File: src/rtl/seg7_scan.sv
// Multiplexed 7-segment scanner: one digit per slot, per-frame input snapshot,
// anti-ghost blanking at slot start, per-digit enable and leading-zero suppression.
module seg7_scan #(
  parameter int NDIGITS     = 4,
  parameter int REFRESH_DIV = 100000,
  parameter int BLANK_CYC   = 2
) (
  input  logic                   clk,
  input  logic                   reset,
  input  logic [4*NDIGITS-1:0]   value,
  input  logic [NDIGITS-1:0]     en,
  input  logic [NDIGITS-1:0]     dp,
  input  logic                   lzs,
  output logic [6:0]             seg,
  output logic                   dp_n,
  output logic [NDIGITS-1:0]     an,
  output logic                   frame
);

  localparam int CW = $clog2(REFRESH_DIV);
  localparam int IW = (NDIGITS > 1) ? $clog2(NDIGITS) : 1;
  localparam logic [CW-1:0] CNT_MAX = CW'(REFRESH_DIV - 1);
  localparam logic [CW-1:0] BLANK   = CW'(BLANK_CYC);
  localparam logic [IW-1:0] IDX_MAX = IW'(NDIGITS - 1);

  logic [CW-1:0]          r_cnt;
  logic [IW-1:0]          r_idx;
  logic [4*NDIGITS-1:0]   r_val;
  logic [NDIGITS-1:0]     r_en;
  logic [NDIGITS-1:0]     r_dp;
  logic                   r_lzs;

  logic                   w_fs;
  logic [3:0]             w_nib;
  logic [NDIGITS-1:0]     w_sup;
  logic                   w_run;
  logic                   w_blank;
  logic [NDIGITS-1:0]     w_onehot;
  logic [6:0]             w_seg;
  logic                   w_dp_n;
  logic [NDIGITS-1:0]     w_an;

  // Hex nibble to active-low g..a pattern.
  function automatic logic [6:0] seg_dec(input logic [3:0] n);
    case (n)
      4'h0: seg_dec = 7'h40;
      4'h1: seg_dec = 7'h79;
      4'h2: seg_dec = 7'h24;
      4'h3: seg_dec = 7'h30;
      4'h4: seg_dec = 7'h19;
      4'h5: seg_dec = 7'h12;
      4'h6: seg_dec = 7'h02;
      4'h7: seg_dec = 7'h78;
      4'h8: seg_dec = 7'h00;
      4'h9: seg_dec = 7'h10;
      4'hA: seg_dec = 7'h08;
      4'hB: seg_dec = 7'h03;
      4'hC: seg_dec = 7'h46;
      4'hD: seg_dec = 7'h21;
      4'hE: seg_dec = 7'h06;
      4'hF: seg_dec = 7'h0E;
      default: seg_dec = 7'h7F;
    endcase
  endfunction

  assign w_fs = (r_cnt == '0) && (r_idx == '0);

  // Slot counter and digit index.
  always_ff @(posedge clk or posedge reset) begin
    if (reset) begin
      r_cnt <= '0;
      r_idx <= '0;
    end else if (r_cnt == CNT_MAX) begin
      r_cnt <= '0;
      r_idx <= (r_idx == IDX_MAX) ? '0 : r_idx + IW'(1);
    end else begin
      r_cnt <= r_cnt + CW'(1);
    end
  end

  // Per-frame snapshot of the display inputs.
  always_ff @(posedge clk or posedge reset) begin
    if (reset) begin
      r_val <= '0;
      r_en  <= '0;
      r_dp  <= '0;
      r_lzs <= 1'b0;
    end else if (w_fs) begin
      r_val <= value;
      r_en  <= en;
      r_dp  <= dp;
      r_lzs <= lzs;
    end
  end

  // Leading-zero run from the top digit; a disabled digit reads as zero, digit 0 is always kept.
  always_comb begin
    w_sup = '0;
    w_run = r_lzs;
    for (int i = NDIGITS - 1; i >= 1; i--) begin
      w_run    = w_run && (!r_en[i] || (r_val[4*i +: 4] == 4'h0));
      w_sup[i] = w_run;
    end
  end

  assign w_nib    = r_val[4*r_idx +: 4];
  assign w_blank  = !r_en[r_idx] || w_sup[r_idx];
  assign w_onehot = NDIGITS'(1) << r_idx;

  // Next display state from current slot position and snapshot.
  always_comb begin
    w_seg  = 7'h7F;
    w_dp_n = 1'b1;
    w_an   = {NDIGITS{1'b1}};
    if ((r_cnt >= BLANK) && !w_blank) begin
      w_seg  = seg_dec(w_nib);
      w_dp_n = ~r_dp[r_idx];
      w_an   = ~w_onehot;
    end else begin
      w_seg  = 7'h7F;
      w_dp_n = 1'b1;
      w_an   = {NDIGITS{1'b1}};
    end
  end

  // Registered display outputs and frame pulse.
  always_ff @(posedge clk or posedge reset) begin
    if (reset) begin
      seg   <= 7'h7F;
      dp_n  <= 1'b1;
      an    <= {NDIGITS{1'b1}};
      frame <= 1'b0;
    end else begin
      seg   <= w_seg;
      dp_n  <= w_dp_n;
      an    <= w_an;
      frame <= w_fs;
    end
  end

endmodule

File: config.mk
export PLATFORM = sky130hd
export DESIGN_NAME = seg7_scan
export DESIGN_NICKNAME = d
export VERILOG_FILES = /design/src/rtl/seg7_scan.sv
export SDC_FILE = /design/constraint.sdc
export NUM_CORES = 1
export LEC_CHECK = 0
export BUFFER_PORTS_ARGS = -buffer_cell sky130_fd_sc_hd__clkbuf_2
export CAP_MARGIN = 10
export CORE_AREA = 2 2 105 67
export CTS_CLUSTER_DIAMETER = 100
export CTS_CLUSTER_SIZE = 40
export DETAILED_ROUTE_END_ITERATION = 10
export DIE_AREA = 0 0 107 69
export GPL_TIMING_DRIVEN = 0
export PLACE_DENSITY = 0.65
export SKIP_CTS_REPAIR_TIMING = 1
export SYNTH_ARGS = -nofsm -noshare
export SYNTH_HDL_FRONTEND = slang
export SYNTH_SLANG_ARGS = --single-unit
export TNS_END_PERCENT = 10
File: constraint.sdc
create_clock -name clk -period 2.02 [get_ports clk]
set_clock_uncertainty 0.1 [all_clocks]
set_input_delay 0.202 -clock clk [delete_from_list [all_inputs] [get_ports clk]]
set_output_delay 0.202 -clock clk [all_outputs]
set_load 0.05 [all_outputs]
==> results of run 1 <==
## registers in the layout, indices dropped and copies added, names as in the netlist
name	cells
r_val	16
an	4
r_dp	4
r_idx	2
dp_n	1
r_lzs	1
r_cnt	17
seg	7
frame	1
r_en	4
## how the worst max path moves through the flow
stage                           end  slack, ns     start  cells past startpoint
after CTS                    seg[3]      -0.23  r_idx[1]                      7
final                        seg[3]      -0.20  r_idx[1]                      7
after floorplan              seg[3]      -0.05  r_idx[1]                      7
after detailed placement     seg[3]      -0.20  r_idx[1]                      7
after global placement    r_cnt[16]      -0.39     reset                      2
after global routing         seg[3]      -0.24  r_idx[1]                      7
## Yosys cell counts (2+ instances only)
cell type  instances
nor2_1            12
o221ai_1           2
dfstp_2           12
inv_1              9
mux2_2            25
nand4_1            3
buf_6              3
mux4_2             7
nand3_1           10
and4_1             5
xor2_1             7
xnor2_1            8
ha_1              13
nand2b_1           2
nand2_1           17
buf_2              5
o21ai_0            3
and3_1             2
mux2i_1            3
or4_1              2
nor4_1             3
nor3_1             2
dfrtp_1           45
o41ai_1            2
## cell type report
class | instances | area [sq um] | share of cell area (%)
clock inverter | 4 | 20.0 | 0.579
timing repair buffer | 61 | 405 | 11.7
clock buffer | 12 | 145 | 4.20
multi-input combinational | 138 | 1230 | 35.5
sequential | 57 | 1440 | 41.7
buffer | 9 | 72.6 | 2.10
inverter | 9 | 36.3 | 1.05
tap | 87 | 109 | 3.15
## per-stage QoR
stage	total power [uW]	cell area [sq um]	cells	setup slack [ns]	utilization [%]
floorplan	1370	2740	213	-0.0550	-
global placement	1440	3040	339	-0.393	47.4
detailed placement	1440	3060	340	-0.204	47.7
CTS	2340	3230	356	-0.230	50.3
global route	2450	3460	377	-0.243	53.9
finish	2330	3460	377	-0.205	53.9
## kinds of logic (layout without fill, tap and decap cells)
logic type,Yosys count,after routing,share of synthesized area [%]
AND/OR/NAND/NOR,62,62,12.0
flip-flops,57,57,52.8
multiplexers,35,35,17.2
buffers and inverters,18,95,3.53
XOR/XNOR,15,15,4.81
adder cells (fa/ha/maj),14,14,6.32
AO/OA/AOI/OAI,12,12,3.39
## power by group
group          internal, uW  total [uW]  switching [uW]
Sequential             1190        1210            21.7
Clock                   470         882             412
Combinational           102         232             129
Total                  1760        2330             563
## per-layer routing
layer | track usage, % | part of all wire (%) | wire length, um
met3 | 5.39 | 5.8 | 313
met2 | 19.9 | 41 | 2200
met4 | 5.63 | 1.3 | 68
met1 | 24.6 | 52 | 2780
met5 | 0 | 0 | 0
==> results.json, run 1 <==
{
  "hpwl_um": 3930,
  "cts.sinks": 57,
  "synth_edf_count": 0,
  "path_cells": "buf_6, mux4_2, inv_4, ha_4, inv_2, mux4_2, nand2b_4",
  "wire_per_inst_um": 14.2,
  "synth.top_cell.area_share_pct": 41.2,
  "whs_path_depth": 2,
  "crit_slowest_cell": "mux4_2",
  "peakVddDrop_v": 0.000347,
  "via_count": 1872,
  "gr-total-overflow": 0,
  "final.min_clock_period_ns": 2.22,
  "synth.avg_cell_area_sq_um": 12.8,
  "max_freq_ghz": 0.450,
  "first_iter_violations": 55,
  "die_y_um": 69,
  "drtAntennaViolNets": 0,
  "hold_viol_final": 0,
  "clock_latency_ns": 0.33,
  "ioPinCount": 40,
  "cts_root_buf": "clkbuf_8",
  "ys_ff_latch": 57,
  "layout-drive-gt1-share_pct": 44.5,
  "cp_slowest_stage_delay_ns": 0.61,
  "cts.clk_slew.worst_paths_ns": 0.07,
  "area_growth_pct": 26.6,
  "min-delay-start": "en[0]",
  "final_cell_mix": "dfrtp_1 (44), clkbuf_2 (40), mux2_2 (25), nand2_1 (17), dlygate4sd3_1 (13)",
  "critical-path-top-delay-family": "multiplexers",
  "finalCritPeriodShare_pct": 110,
  "initial_core_util_pct": 42.6,
  "drv_cap": 0,
  "failed_checks": "setup timing",
  "cp.required_ns": 2.17,
  "portBuffers": 39,
  "fillCellCount": 558,
  "synth_area_sq_um": 2730,
  "async_reset_ff_share_pct": 100,
  "fin_setup_tns_ns": -0.346,
  "cp_max_fo": 6,
  "seq_area_frac_synth_pct": 52.8,
  "antennaDiodeCount": 0,
  "arrival_ns": 2.38,
  "path_buf_inv": 3,
  "clockBufferDepth": 2,
  "synthCells": 213,
  "cellPowerDensity_nw_per_um2": 673,
  "grt_pass1_vias": 1776,
  "die_x_um": 107,
  "h-tree-depth": 3,
  "synth-main-ff-cell": "dfrtp_1",
  "ys_types": 35,
  "r2r_slack_ns": -0.20,
  "r2r_cells": 7,
  "drcViolationCount": 0,
  "antenna_found_initial": 0,
  "slew_violations": 0,
  "rsz0062_at_grt": "yes",
  "track_usage_pct": 15.8,
  "cts_tree": "yes",
  "nNetsFinal": 325,
  "worstMarginPinSlew_ns": 0.710,
  "die-area_sq_um": 7380,
  "synth_fp_nets": 253,
  "rows": 23,
  "worstSetupPathType": "flop to flop",
  "place_congestion": 0.839,
  "viasPerCell": 4.97,
  "grt_max_degree": 36,
  "cts_buffers": 9,
  "synth_top_area_cell": "dfrtp_1",
  "firstDrtPassIters": 4,
  "hold_path.class": "input pin to flop",
  "finalWirelength_um": 5370,
  "fin_ws_ns": -0.205,
  "cp_common_cell": "mux4_2",
  "hold_slack_ns": 0.0145,
  "core_area_sq_um": 6420,
  "crit-reg2reg-launch": "r_idx[1]",
  "synthTopCellsByArea": "dfrtp_1 (41%), dfstp_2 (12%), mux2_2 (10%)",
  "slew_headroom_pct": 52.3,
  "setup_viol": 4,
  "status": "finished, violations left",
  "yosys_warnings": 0,
  "final_common_cell": "dfrtp_1",
  "grt_pass1_wl_um": 8940,
  "worstHoldEndpoint": "r_en[0]",
  "worstSetupEndpointType": "flop",
  "power_leakage_uw": 0.00154,
  "crit_path_start_kind": "flop",
  "r2r-end": "seg[3]"
}
(Power assumes the default switching activity.)
==> run 2: changes to the inputs <==
- ABC_CLOCK_PERIOD_IN_PS: unset -> 2020
- CELL_PAD_IN_SITES_DETAIL_PLACEMENT: unset -> 0
- CELL_PAD_IN_SITES_GLOBAL_PLACEMENT: unset -> 2
- CORE_AREA: 2 2 105 67 -> 2 2 123 77
- DIE_AREA: 0 0 107 69 -> 0 0 125 79
- PLACE_DENSITY: 0.65 -> unset
- PLACE_DENSITY_LB_ADDON: unset -> 0.1
==> run 2 against run 1 <==
Effect of this change: the flow finishes with violations (hold timing, setup timing); register-to-register slack better by 0.05 ns; critical path depth did not move; final cell count grew 5.3%; worst setup slack better by 0.052 ns; worst hold slack worse by 0.017 ns; largest power group is now clock.
==> results.json, run 2 (synthesis results as in run 1) <==
{
  "antennaDiodeCount": 0,
  "place_congestion": 0.737,
  "internal-power_uw": 2290,
  "grt_max_degree": 40,
  "cts.sinks": 57,
  "track_usage_pct": 13.7,
  "r2r_slack_ns": -0.15,
  "status": "finished, violations left",
  "final_cell_mix": "dfrtp_1 (44), clkbuf_2 (40), mux2_2 (25), nand2_1 (17)",
  "place_area_sq_um": 3100,
  "slew_violations": 0,
  "combPwrFrac_pct": 7.6,
  "clkPwrFrac_pct": 51.1,
  "grt_pass1_vias": 1880,
  "finalCritPeriodShare_pct": 108,
  "hpwl_um": 4350,
  "min-delay-start": "value[4]",
  "die_x_um": 125,
  "h-tree-depth": 3,
  "core_area_sq_um": 8850,
  "drcViolationCount": 0,
  "reg_top3": "r_cnt: 17 flops, r_val: 16 flops, seg: 7 flops",
  "first_iter_violations": 120,
  "max_freq_ghz": 0.460,
  "pwr-share-seq_pct": 41.3,
  "crit_path_start_kind": "flop",
  "finalWirelength_um": 6110,
  "antenna_found_initial": 0,
  "cts.clk_slew.worst_paths_ns": 0.05,
  "power_leakage_uw": 0.00157,
  "hold_viol_final": 3,
  "crit-reg2reg-launch": "r_idx[1]",
  "final_common_cell": "dfrtp_1",
  "worstHoldEndpoint": "r_val[4]",
  "fin_ws_ns": -0.153,
  "viasPerCell": 4.58,
  "rows": 27,
  "die_y_um": 79,
  "arrival_ns": 2.33,
  "r2r-end": "seg[3]",
  "place_ws_ns": -0.222,
  "die-area_sq_um": 9880,
  "setup_viol": 3,
  "clockBufferDepth": 2,
  "whs_path_depth": 2,
  "cts_buffers": 9,
  "final.min_clock_period_ns": 2.17,
  "netSwitchingFraction_pct": 22.1,
  "cellPowerDensity_nw_per_um2": 825,
  "cp.required_ns": 2.18,
  "firstDrtPassIters": 4,
  "rsz0062_at_grt": "yes",
  "wire_per_inst_um": 15.4,
  "power_switching_uw": 650,
  "largest_reg_flops": 17,
  "fillCellCount": 859,
  "via_count": 1819,
  "ioPinCount": 40,
  "multi_input_area_sq_um": 1250,
  "worstMarginPinSlew_ns": 0.449,
  "ff_latch_area_sq_um": 1440,
  "r2r_cells": 7,
  "failed_checks": "hold timing, setup timing",
  "cp_max_fo": 6,
  "hold_path.class": "input pin to flop",
  "worstSetupEndpointType": "flop",
  "top_register": "r_cnt",
  "clock_latency_ns": 0.33,
  "hold_slack_ns": -0.00230,
  "layout-drive-gt1-share_pct": 47.0,
  "cts_tree": "yes",
  "nNetsFinal": 317,
  "grt_pass1_wl_um": 10000,
  "area_growth_pct": 30.7,
  "drv_cap": 0,
  "stdcell_area_sq_um": 3570,
  "cts_root_buf": "clkbuf_16",
  "slew_headroom_pct": 69.9,
  "drtAntennaViolNets": 0,
  "gr-total-overflow": 0,
  "worstSetupPathType": "flop to flop",
  "initial_core_util_pct": 30.9,
  "portBuffers": 39,
  "peakVddDrop_v": 0.000328
}
run 2: area by class of cell:
cell class                 count  area share [%]
inverter                       9           0.946
multi-input combinational    138            35.0
clock buffer                  12            7.19
sequential                    57            40.4
clock inverter                 3            1.12
timing repair buffer          53            9.15
buffer                         9            2.14
tap                          116            4.07
run 2: how the worst max path moves through the flow:
stage	startpoint	endpoint	slack (ns)	depth (start not counted)
5_1_grt	r_idx[1]	seg[3]	-0.22	7
4_1_cts	r_idx[1]	seg[3]	-0.24	7
2_1_floorplan	r_idx[1]	seg[3]	-0.05	7
3_3_place_gp	reset	r_val[4]	-0.56	2
3_5_place_dp	r_idx[1]	seg[3]	-0.22	7
6_report	r_idx[1]	seg[3]	-0.15	7
run 2: metal layers:
metal	wire (um)	track usage [%]	share of wire [%]	vias up
li1	-	-	-	889
met4	59	4.00	0.97	0
met2	2210	16.2	36	46
met5	0	0	0	-
met3	354	6.67	5.8	5
met1	3480	21.0	57	879
run 2: power by group through the flow:
| stage | Clock [uW] | Sequential (uW) | Combinational, uW |
|---|---|---|---|
| detailed placement | 0 | 1230 | 213 |
| CTS | 1550 | 1220 | 213 |
| finish | 1500 | 1220 | 224 |
| global route | 1610 | 1220 | 248 |
| global placement | 0 | 1230 | 209 |
| floorplan | 0 | 1280 | 97.1 |
run 2: per-stage QoR:
| stage | instances | power, uW | utilization [%] | setup TNS (ns) |
|---|---|---|---|---|
| 2_1_floorplan | 213 | 1370 | - | -0.0550 |
| 5_1_grt | 397 | 3080 | 40.3 | -0.870 |
| 3_5_place_dp | 369 | 1450 | 35.0 | -3.46 |
| 4_1_cts | 384 | 2980 | 38.3 | -4.14 |
| 6_report | 397 | 2940 | 40.3 | -0.262 |
| 3_3_place_gp | 368 | 1440 | 34.8 | -31.22 |
run 2: critical path, stage by stage, from the launching register on:
cell	delay, ns
dfrtp_1	0.36
buf_6	0.14
mux4_2	0.60
inv_2	0.14
ha_4	0.14
inv_2	0.03
mux4_2	0.44
nand2b_4	0.15
